--- src/rtl/cpu_pipe_pkg.sv ---
// Shared types and constants for the 16-entry register-file pipeline:
// widths, the hardwired zero register, the EX control bundle and ID/EX state.
package cpu_pipe_pkg;

  localparam int REG_AW  = 4;
  localparam int DATA_W  = 16;
  localparam int ALUOP_W = 4;

  localparam logic [REG_AW-1:0] ZERO_REG = 4'd0;

  typedef struct packed {
    logic               reg_write;
    logic               mem_read;
    logic               mem_write;
    logic               mem_to_reg;
    logic               alu_src;
    logic [ALUOP_W-1:0] alu_op;
  } ctrl_t;

  typedef enum logic {RUN, BUBBLE} state_t;

endpackage

--- src/rtl/load_use_detect.sv ---
// Combinational load-use hazard check: a load in EX whose destination is
// read by the instruction currently in ID.
module load_use_detect #(
  parameter int REG_AW = 4
) (
  input  logic              idex_valid,
  input  logic              idex_mem_read,
  input  logic [REG_AW-1:0] idex_rd,
  input  logic              id_valid,
  input  logic [REG_AW-1:0] id_rs,
  input  logic [REG_AW-1:0] id_rt,
  input  logic              id_uses_rt,
  output logic              hazard
);
  import cpu_pipe_pkg::*;

  logic rs_match;
  logic rt_match;

  assign rs_match = (idex_rd == id_rs);
  assign rt_match = id_uses_rt && (idex_rd == id_rt);
  // Writes to the zero register are discarded, so they can never be a source.
  assign hazard   = idex_valid && idex_mem_read && (idex_rd != ZERO_REG) &&
                    id_valid && (rs_match || rt_match);

endmodule

--- src/rtl/id_ex_stage.sv ---
// ID/EX pipeline register with load-use bubble insertion, branch flush and
// memory hold. Optional bubble counter enabled by ID_EX_STAGE_STALL_COUNT_EN.
module id_ex_stage #(
  parameter int DATA_W  = 16,
  parameter int REG_AW  = 4,
  parameter int ALUOP_W = 4
) (
  input  logic               clk,
  input  logic               rst_n,
  input  logic               id_valid,
  input  logic [REG_AW-1:0]  id_rs,
  input  logic [REG_AW-1:0]  id_rt,
  input  logic [REG_AW-1:0]  id_rd,
  input  logic               id_uses_rt,
  input  logic [DATA_W-1:0]  id_rdata1,
  input  logic [DATA_W-1:0]  id_rdata2,
  input  logic [DATA_W-1:0]  id_imm,
  input  logic               id_reg_write,
  input  logic               id_mem_read,
  input  logic               id_mem_write,
  input  logic               id_mem_to_reg,
  input  logic               id_alu_src,
  input  logic [ALUOP_W-1:0] id_alu_op,
  input  logic               ex_flush,
  input  logic               mem_hold,
  output logic               idex_valid,
  output logic [REG_AW-1:0]  idex_rs,
  output logic [REG_AW-1:0]  idex_rt,
  output logic [REG_AW-1:0]  idex_rd,
  output logic [DATA_W-1:0]  idex_rdata1,
  output logic [DATA_W-1:0]  idex_rdata2,
  output logic [DATA_W-1:0]  idex_imm,
  output logic               idex_reg_write,
  output logic               idex_mem_read,
  output logic               idex_mem_write,
  output logic               idex_mem_to_reg,
  output logic               idex_alu_src,
  output logic [ALUOP_W-1:0] idex_alu_op,
  output logic               ifid_stall
`ifdef ID_EX_STAGE_STALL_COUNT_EN
  ,
  output logic [15:0]        bubble_cnt
`endif
);
  import cpu_pipe_pkg::*;

  state_t state_p1;
  ctrl_t  id_ctrl;
  ctrl_t  ctrl_p1;
  logic   hazard;
  logic   hazard_bubble;

  load_use_detect #(.REG_AW(REG_AW)) u_detect (
    .idex_valid    (idex_valid),
    .idex_mem_read (ctrl_p1.mem_read),
    .idex_rd       (idex_rd),
    .id_valid      (id_valid),
    .id_rs         (id_rs),
    .id_rt         (id_rt),
    .id_uses_rt    (id_uses_rt),
    .hazard        (hazard)
  );

  // A non-instruction in ID must never carry live write enables into EX.
  assign id_ctrl = id_valid ? ctrl_t'{id_reg_write, id_mem_read, id_mem_write,
                                      id_mem_to_reg, id_alu_src, id_alu_op}
                            : '0;

  assign hazard_bubble = hazard && (state_p1 == RUN);
  assign ifid_stall    = rst_n && ((hazard_bubble && !ex_flush) || mem_hold);

  // ID -> EX boundary
  always_ff @(posedge clk or negedge rst_n) begin
    if (!rst_n) begin
      state_p1    <= RUN;
      idex_valid  <= 1'b0;
      idex_rs     <= '0;
      idex_rt     <= '0;
      idex_rd     <= '0;
      idex_rdata1 <= '0;
      idex_rdata2 <= '0;
      idex_imm    <= '0;
      ctrl_p1     <= '0;
    end else if (!mem_hold) begin
      if (ex_flush || hazard_bubble) begin
        state_p1    <= ex_flush ? RUN : BUBBLE;
        idex_valid  <= 1'b0;
        idex_rs     <= '0;
        idex_rt     <= '0;
        idex_rd     <= '0;
        idex_rdata1 <= '0;
        idex_rdata2 <= '0;
        idex_imm    <= '0;
        ctrl_p1     <= '0;
      end else begin
        state_p1    <= RUN;
        idex_valid  <= id_valid;
        idex_rs     <= id_rs;
        idex_rt     <= id_rt;
        idex_rd     <= id_rd;
        idex_rdata1 <= id_rdata1;
        idex_rdata2 <= id_rdata2;
        idex_imm    <= id_imm;
        ctrl_p1     <= id_ctrl;
      end
    end
  end

  assign idex_reg_write  = ctrl_p1.reg_write;
  assign idex_mem_read   = ctrl_p1.mem_read;
  assign idex_mem_write  = ctrl_p1.mem_write;
  assign idex_mem_to_reg = ctrl_p1.mem_to_reg;
  assign idex_alu_src    = ctrl_p1.alu_src;
  assign idex_alu_op     = ctrl_p1.alu_op;

`ifdef ID_EX_STAGE_STALL_COUNT_EN
  // Counts only hazard bubbles actually loaded; flushes and held edges excluded.
  always_ff @(posedge clk or negedge rst_n) begin
    if (!rst_n) begin
      bubble_cnt <= '0;
    end else if (!mem_hold && !ex_flush && hazard_bubble && (bubble_cnt != 16'hFFFF)) begin
      bubble_cnt <= bubble_cnt + 16'd1;
    end
  end
`endif

endmodule

--- config.mk ---
export PLATFORM = sky130hd
export DESIGN_NAME = id_ex_stage
export DESIGN_NICKNAME = d
export VERILOG_FILES = /design/src/rtl/cpu_pipe_pkg.sv /design/src/rtl/load_use_detect.sv /design/src/rtl/id_ex_stage.sv
export SDC_FILE = /design/constraint.sdc
export NUM_CORES = 1
export LEC_CHECK = 0
export ABC_AREA = 1
export CORE_AREA = 8 8 112 114
export CTS_BUF_LIST = sky130_fd_sc_hd__clkbuf_4 sky130_fd_sc_hd__clkbuf_8
export DETAILED_ROUTE_END_ITERATION = 16
export DIE_AREA = 0 0 120 122
export GPL_ROUTABILITY_DRIVEN = 0
export GPL_TIMING_DRIVEN = 0
export PLACE_DENSITY = 0.68
export SETUP_SLACK_MARGIN = 0.1
export SYNTH_ARGS = -nofsm -noshare
export SYNTH_HDL_FRONTEND = slang
export SYNTH_HIERARCHICAL = 1
export SYNTH_SLANG_ARGS = --single-unit
--- constraint.sdc ---
create_clock -name clk -period 1.5 [get_ports clk]
set_input_delay 0.45 -clock clk [delete_from_list [all_inputs] [get_ports clk]]
set_output_delay 0.45 -clock clk [all_outputs]
set_load 0.02 [all_outputs]
Yosys cells after proc, flatten, opt, wreduce, memory -nomap -nowiden

Index checks and enable logic that the tools add are counted.

Add/subtract/negate cells: 0
$mul: 0
Div/mod/pow operators: 0
Order comparisons: 0
Equality and inequality tests: 2
Shift-type cells: 0
Multiplexer cells: 11
Bitwise gates (word level): 1
Reduce and logical (&&, ||, !) cells: 13

Operator list:

| cell                | number |
|---|---|
| $mux W16            | 3 |
| $mux W9             | 2 |
| $mux W4             | 3 |
| $eq A4 B4 Y1        | 2 |
| $logic_and A1 B1 Y1 | 8 |
| $reduce_bool A4 Y1  | 1 |
| $logic_or A1 B1 Y1  | 3 |
| $mux W1             | 3 |
| $logic_not A1 Y1    | 1 |
| $not A1 Y1          | 1 |

Flip-flop bits (word level): 71
Latch bits: 0
Bits in writable memories: 0
Memory bits (read-only): 0
Input port bits: 75
Output and inout bits: 71
Memories kept: 0

Depth between registers and ports, before layout

Depth after elaboration: 8
Depth in mapped cells: 10

Hierarchy

The synthesis kept the hierarchy.

By module, submodules not included:

| module          | instances | cells an instance | area an instance (um^2) | sequential area each (um^2) |
|---|---|---|---|---|
| id_ex_stage     | 1         | 332               | 2,957.8                 | 1,776.7 |
| load_use_detect | 1         | 44                | 182.7                   | 0.0 |

Worst setup path before layout

Ideal clock, no wire load.

Path kind: reg-to-output
From: reg idex_rd[3]
To: out ifid_stall
Arrival: 1.430 ns
Required time: 1.050 ns
Setup slack: -0.380 ns
Cell stages (with the launch flop): 9
Buffers on the path: 0
Cells stage by stage: dfrtp_1 inv_1 nand2_1 nand2_1 nor2_1 nand3_1 a21oi_2 nand3_1 a21boi_1

Cells in the longest elaborated chain, start to end: 8
Elaborated cells on any way between the ends: 12
Classes of those cells: eq/ne (2); reduce/logical (10)

RTL lines:

| what                                                             | line                                         | RTL |
|---|---|---|
| start, declared                                                  | id_ex_stage.sv:29                            | `output logic [REG_AW-1:0] idex_rd,` |
| start signal, assigned                                           | id_ex_stage.sv:100                           | `idex_rd <= id_rd;` |
| $eq A4 B4 Y1 / $reduce_bool A4 Y1 (equally long branches)        | load_use_detect.sv:21, load_use_detect.sv:23 |  |
| $logic_and A1 B1 Y1 (on tied branches)                           | load_use_detect.sv:21, load_use_detect.sv:23 |  |
| $logic_or A1 B1 Y1 / $logic_and A1 B1 Y1 (equally long branches) | load_use_detect.sv:24, load_use_detect.sv:23 |  |
| $logic_and A1 B1 Y1 *                                            | load_use_detect.sv:24                        | `id_valid && (rs_match \|\| rt_match);` |
| named net hazard                                                 | id_ex_stage.sv:50                            | `logic hazard;` |
| $logic_and A1 B1 Y1 *                                            | id_ex_stage.sv:69                            | `assign hazard_bubble = hazard && (state_p1 == RUN);` |
| $logic_and A1 B1 Y1 *                                            | id_ex_stage.sv:70                            | `assign ifid_stall = rst_n && ((hazard_bubble && !ex_flush) \|\| mem_hold);` |
| $logic_or A1 B1 Y1 *                                             | id_ex_stage.sv:70                            |  |
| $logic_and A1 B1 Y1 *                                            | id_ex_stage.sv:70                            |  |
| end, declared                                                    | id_ex_stage.sv:39                            | `output logic ifid_stall` |

The timed path passes the listed nets; every way through them passes the cells marked *.

Final worst setup path

From: reg idex_rd[0]
To: out ifid_stall

Same word-level chain as after synthesis.

==> results by group <==
Run status
  – Status: finished, violations left
  – Failing checks: negative setup slack

Pwr
  – Maximum VDD drop: roughly 380 uV
  – Power, Total: roughly 4.5 mW
  – Leakage power: 2.445 nW
  – Power Density: 941.8 mW/mm^2

Setup path
  – Slowest cell on the critical path: dfrtp_2
  – CP Launch Type: register
  – Reg2reg path depth: 10
  – Critical-path cell list: nand2_2 > nand2_1 > nor2_1 > nand3_1 > a21oi_2 > nand3_1 > a21boi_2 > buf_6
  – CP Data Arrival Time: around 1.7 ns
  – Most numerous cell on the critical path: nand3_1
  – CP endpoint kind: output port
  – Worst setup path start: idex_rd[0]$_DFFE_PN0N_
  – Critical path required time: 1.05 ns
  – Buf+Inv Stages, Crit Path: 1
  – RR Startpoint: idex_rd[0]$_DFFE_PN0N_
  – RR Endpoint: idex_rdata1[6]$_DFFE_PN0N_
  – CP Depth: 8
  – Delay-heaviest family, CP: flip-flops
  – Worst-path maximum fanout: 5
  – R2r setup slk: -0.19 ns
  – Crit-path max cell delay: 0.45 ns
  – CP Capture Point: ifid_stall
  – Setup CP Type: reg2out

Timing
  – Final hold vios: 0
  – Setup WS post-layout: -0.6545 ns
  – Worst slew margin: around 72%
  – Max Transition Viols Final: 0
  – Tcrit/Tclk final: 143.6%
  – Clk_skew: 0.01470 ns
  – Fmax: about 460 MHz
  – Unrepaired setup endpoints after global routing: yes
  – Min Clock Period, post-route: 2.154 ns
  – Post-route setup TNS: -9.795 ns
  – Slew @ Worst Pin: 0.4219 ns
  – Endpoints failing setup: between 70 and 80

GRT
  – Initial antenna violation count: 0
  – Global route overflow: 0
  – GRT Util Overall: between 10% and 20%
  – Vias in the first global route: approximately 3200
  – First-pass GRT wire length: 16530 um
  – Largest net degree at the start of global routing: a little over 70

Final layout
  – Finished Layout Cells: 686
  – Layout area overhead: 51.71%
  – Final Util: 44.54%
  – Largest registers: idex_imm: 16 flops, idex_rdata1: 16 flops, idex_rdata2: 16 flops
  – Register area: 0.001782 sq mm
  – Multi-input gate area: ~0.0011 sq mm
  – Nets@finish: 616
  – Layout cells sized above 1: 25.09%
  – Ant. Diodes: 0
  – Fill count: 1102

Detailed routing
  – 1st-pass router iterations: 4
  – Drt drc: 0
  – Routed length per instance: between 15 and 20 um
  – Final Routed Wirelength: 10320 um
  – Remaining antenna violation count after routing: 0
  – Iter 0 DRT Violations: roughly 110
  – Vias per inst: 4.456
  – Routed vias: 3057

Placed design
  – Placed Cells: 661
  – DP HPWL: 7639 um
  – IO Port Bufs: 144

CTS
  – Htree depth: 3
  – CTS buffer count: 9
  – Clock Pin Slew Worst Setup and Hold Paths: ~0.080 ns
  – CTS tree: yes
  – Clock Tree Buf Depth: 2
  – Worst-skew pair later-pin latency: about 0.34 ns
  – Sink Count: about 70
  – CTS Root Cell: clkbuf_8

Synth
  – Syn avg cell area: 8.352 sq um
  – Synth Register Bits: 71
  – Ys flop type: dfrtp_1
  – Synth Warn #: 6
  – Area contributors post-synth: dfrtp_1, nand2_1, o21ai_1, buf_6, inv_1
  – Post-synthesis cell type count: 16
  – Mapped Nets: approximately 450
  – Post-synth ARST share: 100.0%
  – Synth top cells by count: nand2_1, dfrtp_1, o21ai_1
  – Sequential-to-total area share from yosys stat: about 57%
  – Post-synth EDFFs: 0
  – Most frequent cell after synthesis: nand2_1
  – Cells after Synth: 376
  – Dominant cell type by area after synthesis: dfrtp_1
  – Mapped cell area: 0.003141 sq mm
  – Share of the synthesized area in the top cell type: 56.57%

Die
  – Row count: 38
  – Core Footprint: approximately 0.011 sq mm
  – Die H: 122 um
  – Die span in x: 120 um
  – I/O pin total: 146
  – Initial core utilization: 29.36%
  – Die area: about 0.015 sq mm

Job
  – MaxCap Viol Count: 0

Hold path
  – Hold WC Path Type: in2async
-- final cells by class --
| type | instances | area share [%] |
|---|---|---|
| Buffer | 23 | 4.228 |
| Clock buffer | 12 | 3.204 |
| Clock inverter | 4 | 0.4727 |
| Inverter | 24 | 1.996 |
| Multi-Input combinational cell | 257 | 23.35 |
| Sequential cell | 71 | 37.39 |
| Tap cell | 140 | 3.676 |
| Timing Repair Buffer | 155 | 25.68 |
-- routing by layer --
layer	GRT usage, %	vias up	routed length [um]
met2	23.40	99	4989
met1	16.62	1434	4447
met4	3.201	0	73
met5	0	-	0
met3	5.646	7	814
li1	-	1517	-
-- cell families after synthesis --
logic type	share of synthesized area, %
DFF	56.57
buffers and inverters	8.606
AOI/OAI and AO/OA	10.40
and+or+nand+nor	24.42
-- how the worst min path moves through the flow --
stage / start / to / slack, ns / depth (start not counted)
4_1_cts: rst_n / idex_imm[5]$_DFFE_PN0N_ / 0.12 / 2
3_5_place_dp: rst_n / idex_imm[11]$_DFFE_PN0N_ / 0.25 / 1
2_1_floorplan: rst_n / idex_alu_op[0]$_DFFE_PN0N_ / 0.15 / 0
6_report: rst_n / idex_imm[5]$_DFFE_PN0N_ / 0.09 / 2
3_3_place_gp: state_p1$_DFFE_PN0N_ / state_p1$_DFFE_PN0N_ / 0.47 / 2
5_1_grt: rst_n / idex_imm[7]$_DFFE_PN0N_ / 0.13 / 2
-- metrics by stage --
stage	area, sq um	setup WS, ns	hold slack (ns)
finish	4765	-0.6545	0.09357
global route	4765	-0.7710	0.1269
CTS	4716	-0.6774	0.1170
detailed placement	4827	-1.395	0.2494
global placement	4802	-3.350	0.4708
floorplan	3186	-0.2263	0.1544
-- placed cells by master (no fill, tap or decap), drive strengths merged --
| cell type | instances |
|---|---|
| dlygate4sd3 | 1 |
| clkbuf | 12 |
| nand4 | 12 |
| clkdlybuf4s50 | 63 |
| buf | 105 |
| nand3 | 2 |
| a21boi | 1 |
| nor2 | 14 |
| clkinvlp | 1 |
| clkinv | 3 |
| nand2 | 165 |
| o21ai | 62 |
| a21oi | 1 |
| dfrtp | 71 |
| inv | 24 |
| dlygate4sd2 | 9 |
-- repair_timing --
item,CTS,global route
hold buffers,1,0
endpoints found under the setup margin,142,76
setup buffers,3,7
pin swaps,9,14
cloned,1,0
hold endpoints to repair,1,0
gates resized for setup,307,8
-- power breakdown --
part / internal, mW / leakage (nW) / switching (mW)
Combinational: 0.433 / 1.43 / 0.554
Clock: 0.675 / 0.0930 / 0.693
Sequential: 2.05 / 0.924 / 0.0779
Power figures use the tool's default switching activity.
